**config.mk**
```make
export PLATFORM = sky130hd
export DESIGN_NAME = lgn_frame_sequencer
export DESIGN_NICKNAME = d
export VERILOG_FILES = /design/src/rtl/lgn_frame_sequencer.sv
export SDC_FILE = /design/constraint.sdc
export NUM_CORES = 1
export LEC_CHECK = 0
export CORE_AREA = 5 5 70 72
export DETAILED_ROUTE_END_ITERATION = 6
export DIE_AREA = 0 0 75 77
export PLACE_DENSITY = 0.77
export SKIP_LAST_GASP = 1
export SLEW_MARGIN = 30
export SYNTH_ARGS = -nofsm -noshare
export SYNTH_HDL_FRONTEND = slang
export SYNTH_SLANG_ARGS = --single-unit
```
**constraint.sdc**
```tcl
create_clock -name clk -period 1.9 [get_ports clk]
set_input_delay 0.19 -clock clk [delete_from_list [all_inputs] [get_ports clk]]
set_output_delay 0.19 -clock clk [all_outputs]
set_load 0.01 [all_outputs]
```
**src/rtl/lgn_frame_sequencer.sv**
```systemverilog
`default_nettype none
// ============================================================================
// Module      : lgn_frame_sequencer
// Description : Streams one binarised frame into the LGN core input buffer,
//               waits the evaluation latency and holds the class result.
// Revision    : 1.0 - initial release
// ============================================================================
module lgn_frame_sequencer #(
  parameter int FRAME_BYTES = 98,
  parameter int ADDR_W      = 7,
  parameter int LATENCY     = 8,
  parameter int CLASS_W     = 4
) (
  input  logic               clk,
  input  logic               rst_n,
  input  logic               abort,
  input  logic [7:0]         in_data,
  input  logic               in_valid,
  output logic               in_ready,
  output logic [7:0]         lgn_data,
  output logic [ADDR_W-1:0]  lgn_addr,
  output logic               lgn_we,
  output logic               lgn_sof,
  input  logic [CLASS_W-1:0] lgn_class,
  output logic [CLASS_W-1:0] res_class,
  output logic               res_valid,
  input  logic               res_ready,
  output logic               busy,
  output logic [7:0]         frames_done
);

  localparam int LAT_W = (LATENCY > 1) ? $clog2(LATENCY) : 1;
  localparam logic [ADDR_W-1:0] c_last_byte = ADDR_W'(FRAME_BYTES - 1);
  localparam logic [LAT_W-1:0]  c_last_lat  = LAT_W'(LATENCY - 1);

  typedef enum logic [1:0] {
    ST_IDLE = 2'd0,
    ST_LOAD = 2'd1,
    ST_WAIT = 2'd2,
    ST_DONE = 2'd3
  } state_t;

  state_t            r_state, w_state_nxt;
  logic [ADDR_W-1:0] r_byte_cnt, w_byte_cnt_nxt;
  logic [LAT_W-1:0]  r_lat_cnt, w_lat_cnt_nxt;
  logic              w_accept;
  logic              w_capture;
  logic              w_release;

  assign in_ready = ((r_state == ST_IDLE) || (r_state == ST_LOAD)) && !abort;
  assign w_accept = in_valid && in_ready;
  assign busy     = (r_state != ST_IDLE);

  always_ff @(posedge clk or negedge rst_n) begin
    if (!rst_n) begin
      r_state    <= ST_IDLE;
      r_byte_cnt <= '0;
      r_lat_cnt  <= '0;
    end else begin
      r_state    <= w_state_nxt;
      r_byte_cnt <= w_byte_cnt_nxt;
      r_lat_cnt  <= w_lat_cnt_nxt;
    end
  end

  always_comb begin
    w_state_nxt    = r_state;
    w_byte_cnt_nxt = r_byte_cnt;
    w_lat_cnt_nxt  = r_lat_cnt;
    w_capture      = 1'b0;
    w_release      = 1'b0;
    if (abort) begin
      w_state_nxt    = ST_IDLE;
      w_byte_cnt_nxt = '0;
      w_lat_cnt_nxt  = '0;
      w_release      = 1'b1;
    end else begin
      case (r_state)
        ST_IDLE: begin
          // byte_cnt is always 0 here, so the accepted byte is index 0
          if (w_accept) begin
            w_state_nxt    = ST_LOAD;
            w_byte_cnt_nxt = ADDR_W'(1);
          end
        end
        ST_LOAD: begin
          if (w_accept) begin
            if (r_byte_cnt == c_last_byte) begin
              w_state_nxt    = ST_WAIT;
              w_byte_cnt_nxt = '0;
              w_lat_cnt_nxt  = '0;
            end else begin
              w_byte_cnt_nxt = r_byte_cnt + ADDR_W'(1);
            end
          end
        end
        ST_WAIT: begin
          if (r_lat_cnt == c_last_lat) begin
            w_capture     = 1'b1;
            w_state_nxt   = ST_DONE;
            w_lat_cnt_nxt = '0;
          end else begin
            w_lat_cnt_nxt = r_lat_cnt + LAT_W'(1);
          end
        end
        ST_DONE: begin
          if (res_valid && res_ready) begin
            w_release   = 1'b1;
            w_state_nxt = ST_IDLE;
          end
        end
        default: w_state_nxt = ST_IDLE;
      endcase
    end
  end

  // Write strobe trails the accept by one cycle; a pending write survives abort.
  always_ff @(posedge clk or negedge rst_n) begin
    if (!rst_n) begin
      lgn_data    <= '0;
      lgn_addr    <= '0;
      lgn_we      <= 1'b0;
      lgn_sof     <= 1'b0;
      res_class   <= '0;
      res_valid   <= 1'b0;
      frames_done <= '0;
    end else begin
      lgn_we  <= w_accept;
      lgn_sof <= w_accept && (r_byte_cnt == '0);
      if (w_accept) begin
        lgn_data <= in_data;
        lgn_addr <= r_byte_cnt;
      end
      if (w_capture) begin
        res_class   <= lgn_class;
        res_valid   <= 1'b1;
        frames_done <= frames_done + 8'd1;
      end else if (w_release) begin
        res_valid <= 1'b0;
      end
    end
  end

endmodule
`default_nettype wire
```
==> summary.md <==
| Metric | Value |
|---|---|
| DR WL met2 | `2090 µm` |
| CTS tree | `built` |
| DIE AREA | `5780 µm²` |
| Synth Area per Inst | `11.5 µm²` |
| Seq/Total Area, Yosys | `53.6%` |
| CP startpoint kind | `register` |
| Least-Margin Pin Slew | `0.695 ns` |
| Pin count of the biggest net entering global routing | `33` |
| WP data required | `1.71 ns` |
| H-Tree Level Count | `2` |
| Layout cell share with drive strength beyond 1 | `16.3%` |
| Core area | `4230 µm²` |
| Die W | `75 µm` |
| CTS clk-pin slew, worst paths | `0.08 ns` |
| Setup Total Neg Slack | `0 ns` |
| Placed cell area | `2540 µm²` |
| DR iter-0 viols | `52` |
| Skew final | `0.00491 ns` |
| Commonest non-fill, non-tap cell in the layout | `clkdlybuf4s50_1` |
| Vias per cell | `5.11` |
| Root Buffer | `clkbuf_8` |
| # fillers | `356` |
| Hold WC Path Type | `in2reg` |
| Peak VDD IR | `0.739 mV` |
| Area Growth Syn to Fin | `35.5%` |
| Post-route cell area | `2660 µm²` |
| Max-cap viol count | `0` |
| Antenna violations before repair | `0` |
| Total GRT Usage | `15.0%` |
| Antenna fix cells | `0` |
| Final ANT Viol Nets | `0` |
| Post-synth cell types | `35` |
| Worst Setup End Kind | `primary output` |
| CTS Sinks | `42` |
| Clk_lat worst skew | `0.29 ns` |
| Die height | `77 µm` |
| Wire length per cell | `14.1 µm` |
| Ys Warns | `0` |
| IO Count | `49` |
| Highest-count cells in the layout ignoring fill and taps | `clkdlybuf4s50_1 (45), dfrtp_1 (42), nand2_1 (23)` |
| I/O Buffers | `48` |
| Final Hold Vio Count | `0` |
| Final WS setup | `0.147 ns` |
| Crit path time final | `1.75 ns` |
| Worst-path fanout max | `4` |
| Post-detail-place hpwl | `3000 µm` |
| Synthesis-stage register bit count | `42` |
| Initial Util | `46.3%` |
| RePlAce Congestion | `0.765` |
| Final net count | `259` |
| Outcome | `complete, no violations` |
| Syn nets | `197` |
| Post-Syn Instances | `170` |
| Reg-to-reg slack, setup | `0.18 ns` |
| Synthesized cell area | `1960 µm²` |
| Pleak | `1.30 nW` |
| GRT overflow | `0` |
| Final setup fails | `0` |
| CTS Buffer Depth | `2` |
| Critical Path AT | `1.56 ns` |
| Place WS | `0.127 ns` |
| Final Max Tran Viols | `0` |
| Clock buffer count from CTS | `5` |
| Cell Count, Final, Fillers Out | `285` |
| DR pass1 iterations | `4` |
| RSZ-0062 raised after global routing | `false` |
| Max frequency | `570 MHz` |
| Critical path class | `reg2out` |
| Rel. slew slack | `53.6%` |
| Met3 Wirelength | `266 µm` |
| Power per Cell Area | `978 nW/µm²` |
| DP Cell Count | `275` |
| Vias in the first global route | `1,519` |
| Uppermost layer routed | `met4` |
| Row count | `24` |
| Met1 Wirelength | `1650 µm` |
| Routed via count | `1,455` |
| Routed WL | `4010 µm` |
| Tcrit/Tclk final | `92.3%` |
| First-pass GRT wire length | `6850 µm` |
| DRC Markers | `0` |
[power breakdown]
part / internal, W / leakage, nW / switching, W
logic: 0.000475 / 0.689 / 0.000426
registers: 0.00103 / 0.564 / 0.0000824
clock network: 0.000293 / 0.0482 / 0.000288
[worst max-delay path, cell delays in order, from the launching register on]
cell	delay (ns)
dfrtp_1	0.40
inv_1	0.09
ha_1	0.25
o21bai_1	0.18
inv_1	0.07
dlygate4sd2_1	0.29
[sequential cells by signal, indices dropped and copies added (netlist names)]
| register | cells |
|---|---|
| lgn_addr | 7 |
| r_lat_cnt | 3 |
| res_class | 4 |
| r_state | 2 |
| lgn_we | 1 |
| lgn_data | 8 |
| res_valid | 1 |
| r_byte_cnt | 7 |
| frames_done | 8 |
| lgn_sof | 1 |
[area by class of cell]
| type | instances | area [µm²] | share of cell area [%] |
|---|---|---|---|
| Sequential cell | 42 | 1050 | 39.5 |
| Clock buffer | 7 | 86.3 | 3.25 |
| Tap cell | 52 | 65.1 | 2.45 |
| Clock inverter | 1 | 5.00 | 0.188 |
| Timing Repair Buffer | 58 | 554 | 20.9 |
| Inverter | 11 | 42.5 | 1.60 |
| Multi-Input combinational cell | 114 | 853 | 32.1 |
[per-layer routing]
metal / track usage (%) / vias up
met5: 0 / -
met4: 3.02 / 0
met3: 4.71 / 2
met2: 24.9 / 44
met1: 18.9 / 707
li1: - / 702
[logic make-up (layout without fill, tap and decap cells)]
kind of cell	count (synthesis)	in the layout	synth area share [%]
AO/OA/AOI/OAI	22	22	8.36
XOR/XNOR	12	12	5.36
adder cells (fa/ha/maj)	10	10	6.38
buffers and inverters	14	77	3.12
flip-flops	42	42	53.6
multiplexers	16	16	9.18
AND/OR/NAND/NOR	54	54	14.0
[timing repair]
item                       CTS  global route
hold endpoints to repair    30             0
setup buffers                1             0
setup endpoints to repair    1            11
pin swaps                    1             0
hold buffers                 1             0
resized for setup            1             3
[stage by stage]
step / utilization, % / hold WS (ns) / total power (W)
floorplan: - / -0.106 / 0.00159
global placement: 60.0 / 0.273 / 0.00201
detailed placement: 60.0 / 0.279 / 0.00203
CTS: 62.6 / 0.419 / 0.00263
global route: 62.8 / 0.446 / 0.00276
finish: 62.8 / 0.427 / 0.00260
[cell usage after synthesis]
cell	n	area share, %
mux2_1	6	3.4
and3_2	1	0.38
a31oi_1	1	0.32
o311ai_0	2	0.89
nor3b_1	1	0.38
o21a_1	1	0.38
mux2_2	10	5.7
o31ai_2	1	0.64
and3_1	3	0.96
nand2_1	23	4.4
nor3_4	1	0.83
o21ai_0	4	1.0
or3_1	2	0.64
ha_1	10	6.4
a21bo_2	1	0.51
buf_2	1	0.25
a31o_2	2	0.89
a21oi_1	4	1.0
o2111ai_1	4	1.8
nor2_1	10	1.9
dfrtp_1	42	54
xnor2_1	4	1.8
inv_2	1	0.19
xor2_1	8	3.6
clkbuf_1	1	0.19
nand3b_4	1	1.0
nor3_1	2	0.51
a32o_1	1	0.51
nand2b_1	3	0.96
buf_6	1	0.57
nand3_1	5	1.3
nand2_2	1	0.32
o21bai_1	1	0.38
inv_1	10	1.9
or2_4	1	0.45
[worst paths after layout]
path | from | cells after the start | to
max in group asynchronous | rst_n | 3 | lgn_data[0]
min reg2reg | frames_done[7] | 1 | frames_done[7]
min in group asynchronous | rst_n | 2 | res_class[2]
max | r_state[0] | 5 | in_ready
min | lgn_class[3] | 3 | res_class[3]
max reg2reg | r_state[0] | 6 | lgn_data[6]
No activity file was read; power rests on OpenSTA's default activity.
==> RTL edit 1: new RTL, same flow settings <==
Make the reset (`rst_n`) synchronous in 2 clocked blocks.
--- a/src/rtl/lgn_frame_sequencer.sv
+++ b/src/rtl/lgn_frame_sequencer.sv
@@ -53,3 +53,3 @@
 
-  always_ff @(posedge clk or negedge rst_n) begin
+  always_ff @(posedge clk) begin
     if (!rst_n) begin
@@ -117,3 +117,3 @@
   // Write strobe trails the accept by one cycle; a pending write survives abort.
-  always_ff @(posedge clk or negedge rst_n) begin
+  always_ff @(posedge clk) begin
     if (!rst_n) begin
Formal check against the unedited RTL: differs if rst_n is asserted again (counterexample within 4 cycles, from zero or initial values and one cycle with rst_n low); with rst_n held inactive, the same outputs for 10 cycles.
==> RTL edit 1 against the original RTL <==
Worst setup slack worse by 0.053 ns. Synthesized area down 4.7%. Sequential cell count unchanged. Clock skew up 0.0042 ns. Cell count up 13%. Critical path type unchanged. Fmax down 2.9%. Wire length up 2.6%. Critical endpoint unchanged. Cell area down 3.6%. First-iteration DRC count up 71%.
Power is not compared: it rests on default switching activity, and its combinational part moved more than twofold at a synthesized area within 25%.
==> RTL edit 1: results (changes against the original RTL) <==
Status
  – Status: finished clean

Layout
  – Nets: 296 (+14%)
  – Biggest regs: frames_done x8, lgn_data x8
  – Non-Filler Instances: 322 (+13%)
  – Fill count: 367 (+3.1%)

Global routing
  – First-pass GRT wire length: 6910 µm (+0.80%)
  – Grt met1 use: 18.9% (about the same)
  – GR Util met2: 23.9% (-1.0 points)
  – Largest net degree at the start of global routing: 29 (-12%)
  – Vias in the first global route: 1492 (-1.8%)
  – GRT Total Usage: 14.8% (-0.16 points)
  – Met3 GRT Util: 3.53% (-1.2 points)

Detailed routing
  – Detailed Route Iter0 Violations: 89 (+71%)
  – Met1 wire length: 1800 µm (+9.3%)
  – Met3 WL: 240 µm (-9.8%)
  – Total wire length: 4120 µm (+2.6%)

Logic synthesis
  – Post-synth net total: 242 (+23%)
  – Mux share of post-synthesis cell area: 5.56% (-3.6 points)
  – Top cells by area, synth: dfxtp_1 45%, nand2_1 8.4%, ha_1 6.7%
  – Post-synthesis compound-gate area fraction: 9.10% (+0.75 points)
  – Top cells by count, synth: 42 x dfxtp_1, 42 x nand2_1, 22 x nor2_1, 19 x a21oi_1, 10 x ha_1
  – Library cells used by synthesis: 37 (+5.7%)
  – Sequential area share after synthesis: 45.0% (-8.6 points)
  – Post-Synth XOR/XNOR Area: 4.69% (-0.67 points)
  – Gate Count Post-Synth: 215 (+26%)
  – Asr flop ratio synth: 0% (-100 points)

Timing
  – Worst hold margin: 0.446 ns (+0.0191 ns)
  – Final setup fails: 0 (unchanged)
  – Clock Skew: 0.00907 ns (+0.00415 ns)
  – Least-Margin Pin Slew: 0.390 ns (-0.305 ns)

Placed design
  – Placed Area: 0.00242 mm² (-4.8%)
  – Routability congestion estimate: 0.807 (+5.6%)
  – DP Wirelength: 2990 µm (-0.17%)
  – Placed Cells incl. Taps: 313 (+14%)

Clock network
  – Clock transition at path regs: 0.07 ns
  – Later-pin clock latency in the skew report: 0.29 ns (about the same)

Hold path
  – Worst Hold Path EP: lgn_data[3]$_SDFFE_PN0P_
  – Hold_sp: in_data[3]
  – Worst Hold Class: in2reg

Setup path
  – Worst path slowest cell: clkdlybuf4s50_1
  – Worst r2r src: r_state[0]$_SDFFE_PP0P_
  – Worst Reg2Reg Path Length in Cells: 7 (+1)
  – Crit path largest cell delay: 0.55 ns (+0.15 ns)
  – CP arrival: 1.62 ns (+0.06 ns)
==> RTL edit 1: changes by cell type in the layout (fill, tap and decap cells not counted), sizes merged, moves of 5 or more <==
cell and change:
a21oi +15, mux2 -16, xor2 -5, mux2i +10
nor2 +14, nand2 +18, dfxtp +42, dfrtp -42
==> RTL edit 1: cell type report <==
| cell class | count | area, µm² | area share [%] |
|---|---|---|---|
| timing repair buffer | 56 | 541 | 21.1 |
| clock buffer | 7 | 76.3 | 2.98 |
| multi-input combinational | 157 | 981 | 38.3 |
| clock inverter | 1 | 30.0 | 1.17 |
| sequential | 42 | 842 | 32.9 |
| inverter | 7 | 26.3 | 1.03 |
| tap | 52 | 65.1 | 2.54 |
==> RTL edit 1: power by group through the flow <==
stage	Sequential, mW	Clock [mW]	Combinational [mW]
6_report	0.901	0.682	0.170
5_1_grt	0.903	0.734	0.186
4_1_cts	0.900	0.701	0.166
3_5_place_dp	0.921	0	0.163
3_3_place_gp	0.921	0	0.161
2_1_floorplan	0.925	0	0.0760
==> RTL edit 1: what timing repair did <==
item / 4_1_cts / 5_1_grt
setup buffers: 1 / 0
pin swaps: 1 / 0
gates resized for setup: 1 / 5
endpoints found under the setup margin: 1 / 9
hold buffers: 0 / 0
==> RTL edit 1: worst max-delay path by stage <==
stage / end / slack, ns / cells after the start
2_1_floorplan: r_lat_cnt[0]$_SDFFE_PP0P_ / 0.28 / 7
3_3_place_gp: in_ready / 0.20 / 5
3_5_place_dp: r_byte_cnt[5]$_SDFFE_PP0P_ / 0.15 / 6
4_1_cts: in_ready / 0.001 / 5
5_1_grt: in_ready / 0.02 / 5
6_report: in_ready / 0.09 / 5
==> RTL edit 1: tightest hold or removal path, stage by stage <==
cell and delay, ns:
clkdlybuf4s50_1 0.40, nand2_1 0.06, a21oi_1 0.05
==> RTL edit 2: new RTL, same flow settings <==
Made on the original files. `ADDR_W`: 7 -> 8.
--- a/src/rtl/lgn_frame_sequencer.sv
+++ b/src/rtl/lgn_frame_sequencer.sv
@@ -9,3 +9,3 @@
   parameter int FRAME_BYTES = 98,
-  parameter int ADDR_W      = 7,
+  parameter int ADDR_W      = 8,
   parameter int LATENCY     = 8,
Interface: changed (resized lgn_addr); port bits go from 49 to 50. The function was not compared with the original's and may differ.
==> RTL edit 2 against the original RTL <==
The flow now finishes with violations (setup timing). Cell area grew 4.7%. Wire length up 1.4%. Critical path depth decreased by 1. Power grew 9.4%. Synthesized area grew 1.3%. Sequential cell count rose by 2. First-iteration DRC count is 46% higher. Worst setup slack worse by 0.15 ns. Fmax shrank 7.8%.
==> RTL edit 2: results (changes against the original RTL) <==
Setup path
  – Crit path to: r_state[0]$_DFFE_PN0P_
  – Worst r2r src: r_byte_cnt[7]$_DFFE_PN0P_
  – Worst Reg2Reg Path Length in Cells: 4 (-2)
  – Critical path's top delay family: simple AND/OR/NAND/NOR gates
  – CP arrival: 2.09 ns (+0.53 ns)
  – Crit path largest cell delay: 0.55 ns (+0.15 ns)
  – Critical path type: reg2reg
  – CP Max Fanout: 3 (-1)
  – Worst path slowest cell: or4_4

Status
  – Status: finished, violations left
  – Failing checks: setup timing

Timing
  – Worst hold margin: 0.416 ns (-0.0112 ns)
  – Clock Skew: 0.00328 ns (-0.00163 ns)
  – Final setup TNS: -0.00219 ns (-0.00219 ns)
  – Final setup fails: 1 (+1)
  – PnR worst setup slack: -0.00219 ns (-0.149 ns)
  – Slew margin rel.: 63.0% (+9.4 points)

Clock network
  – CTS root buffer: clkbuf_8
  – Post-CTS Setup Inserts: 2 (+1)
  – Post-CTS sizing: 6 (+5)
  – Later-pin clock latency in the skew report: 0.30 ns

Hold path
  – Hold-critical path depth: 3 (unchanged)
  – Hold_sp: in_data[1]
  – Worst Hold Path EP: lgn_data[1]$_DFFE_PN0P_

Detailed routing
  – Detailed Route Iter0 Violations: 76 (+46%)
  – DR vias: 1593 (+9.5%)
  – Met1 wire length: 1670 µm (+1.3%)
  – Total wire length: 4070 µm (+1.4%)
  – WL met2: 2050 µm (-1.9%)
  – Met3 WL: 303 µm (+14%)

Logic synthesis
  – Gate Count Post-Synth: 197 (+16%)
  – Post-synth net total: 224 (+14%)
  – Top cells by count, synth: 55 x nand2_1, 44 x dfrtp_1, 12 x nor2_1, 10 x ha_1, 9 x inv_1
  – Sequential area share after synthesis: 55.4% (+1.8 points)
  – Top cells by area, synth: dfrtp_1 55%, nand2_1 10%, ha_1 6.3%
  – Library cells used by synthesis: 32 (-8.6%)

Layout
  – Fill count: 372 (+4.5%)
  – Nets: 292 (+13%)
  – Share of cells above drive strength 1: 14.3% (-2.0 points)
  – Non-Filler Instances: 318 (+12%)

Placed design
  – DP Wirelength: 2980 µm (-0.54%)
  – DP Worst Slack: -0.0470 ns (-0.174 ns)
  – Placed Area: 0.00262 mm² (+3.2%)
  – Placed Cells incl. Taps: 307 (+12%)
  – I/O Buffers: 49 (+2.1%)
  – Routability congestion estimate: 0.842 (+10%)

Pwr
  – Leakage: 1.36 nW (+4.1%)
  – P_sw: 0.871 mW (+9.4%)
  – Clk power: 0.705 mW (+21%)
  – Reg power frac: 40.7% (-2.3 points)
  – Worst vdd ir: 819 µV (+11%)

Global routing
  – Largest net degree at the start of global routing: 45 (+36%)
  – Met3 GRT Util: 4.18% (-0.52 points)
  – First-pass GRT wire length: 7180 µm (+4.8%)
  – GRT Total Usage: 15.8% (+0.82 points)
  – GR Util met2: 26.7% (+1.7 points)
  – Vias in the first global route: 1655 (+9.0%)
  – Grt met1 use: 19.1% (+0.17 points)
RTL edit 2: per-stage QoR:
stage | total power, mW | util (%)
after floorplan | 1.62 | -
after global placement | 2.07 | 62.0
after detailed placement | 2.10 | 62.0
after CTS | 2.87 | 65.6
after global routing | 3.05 | 65.7
final | 2.84 | 65.7
RTL edit 2: kinds of logic (layout without fill, tap and decap cells):
family	Yosys count	in the layout	share of synthesized area (%)
buffers and inverters	14	83	2.64
XOR/XNOR	12	12	5.29
adder cells (fa/ha/maj)	10	10	6.30
AND/OR/NAND/NOR	87	87	18.9
flip-flops	44	44	55.4
multiplexers	7	7	3.90
AO/OA/AOI/OAI	23	23	7.56
RTL edit 2: layout make-up:
type | count | area (µm²) | area share [%]
Sequential cell | 44 | 1100 | 39.6
Inverter | 9 | 33.8 | 1.21
Clock inverter | 3 | 42.5 | 1.53
Timing Repair Buffer | 66 | 614 | 22.1
Clock buffer | 5 | 68.8 | 2.47
Tap cell | 52 | 65.1 | 2.34
Multi-Input combinational cell | 139 | 856 | 30.8
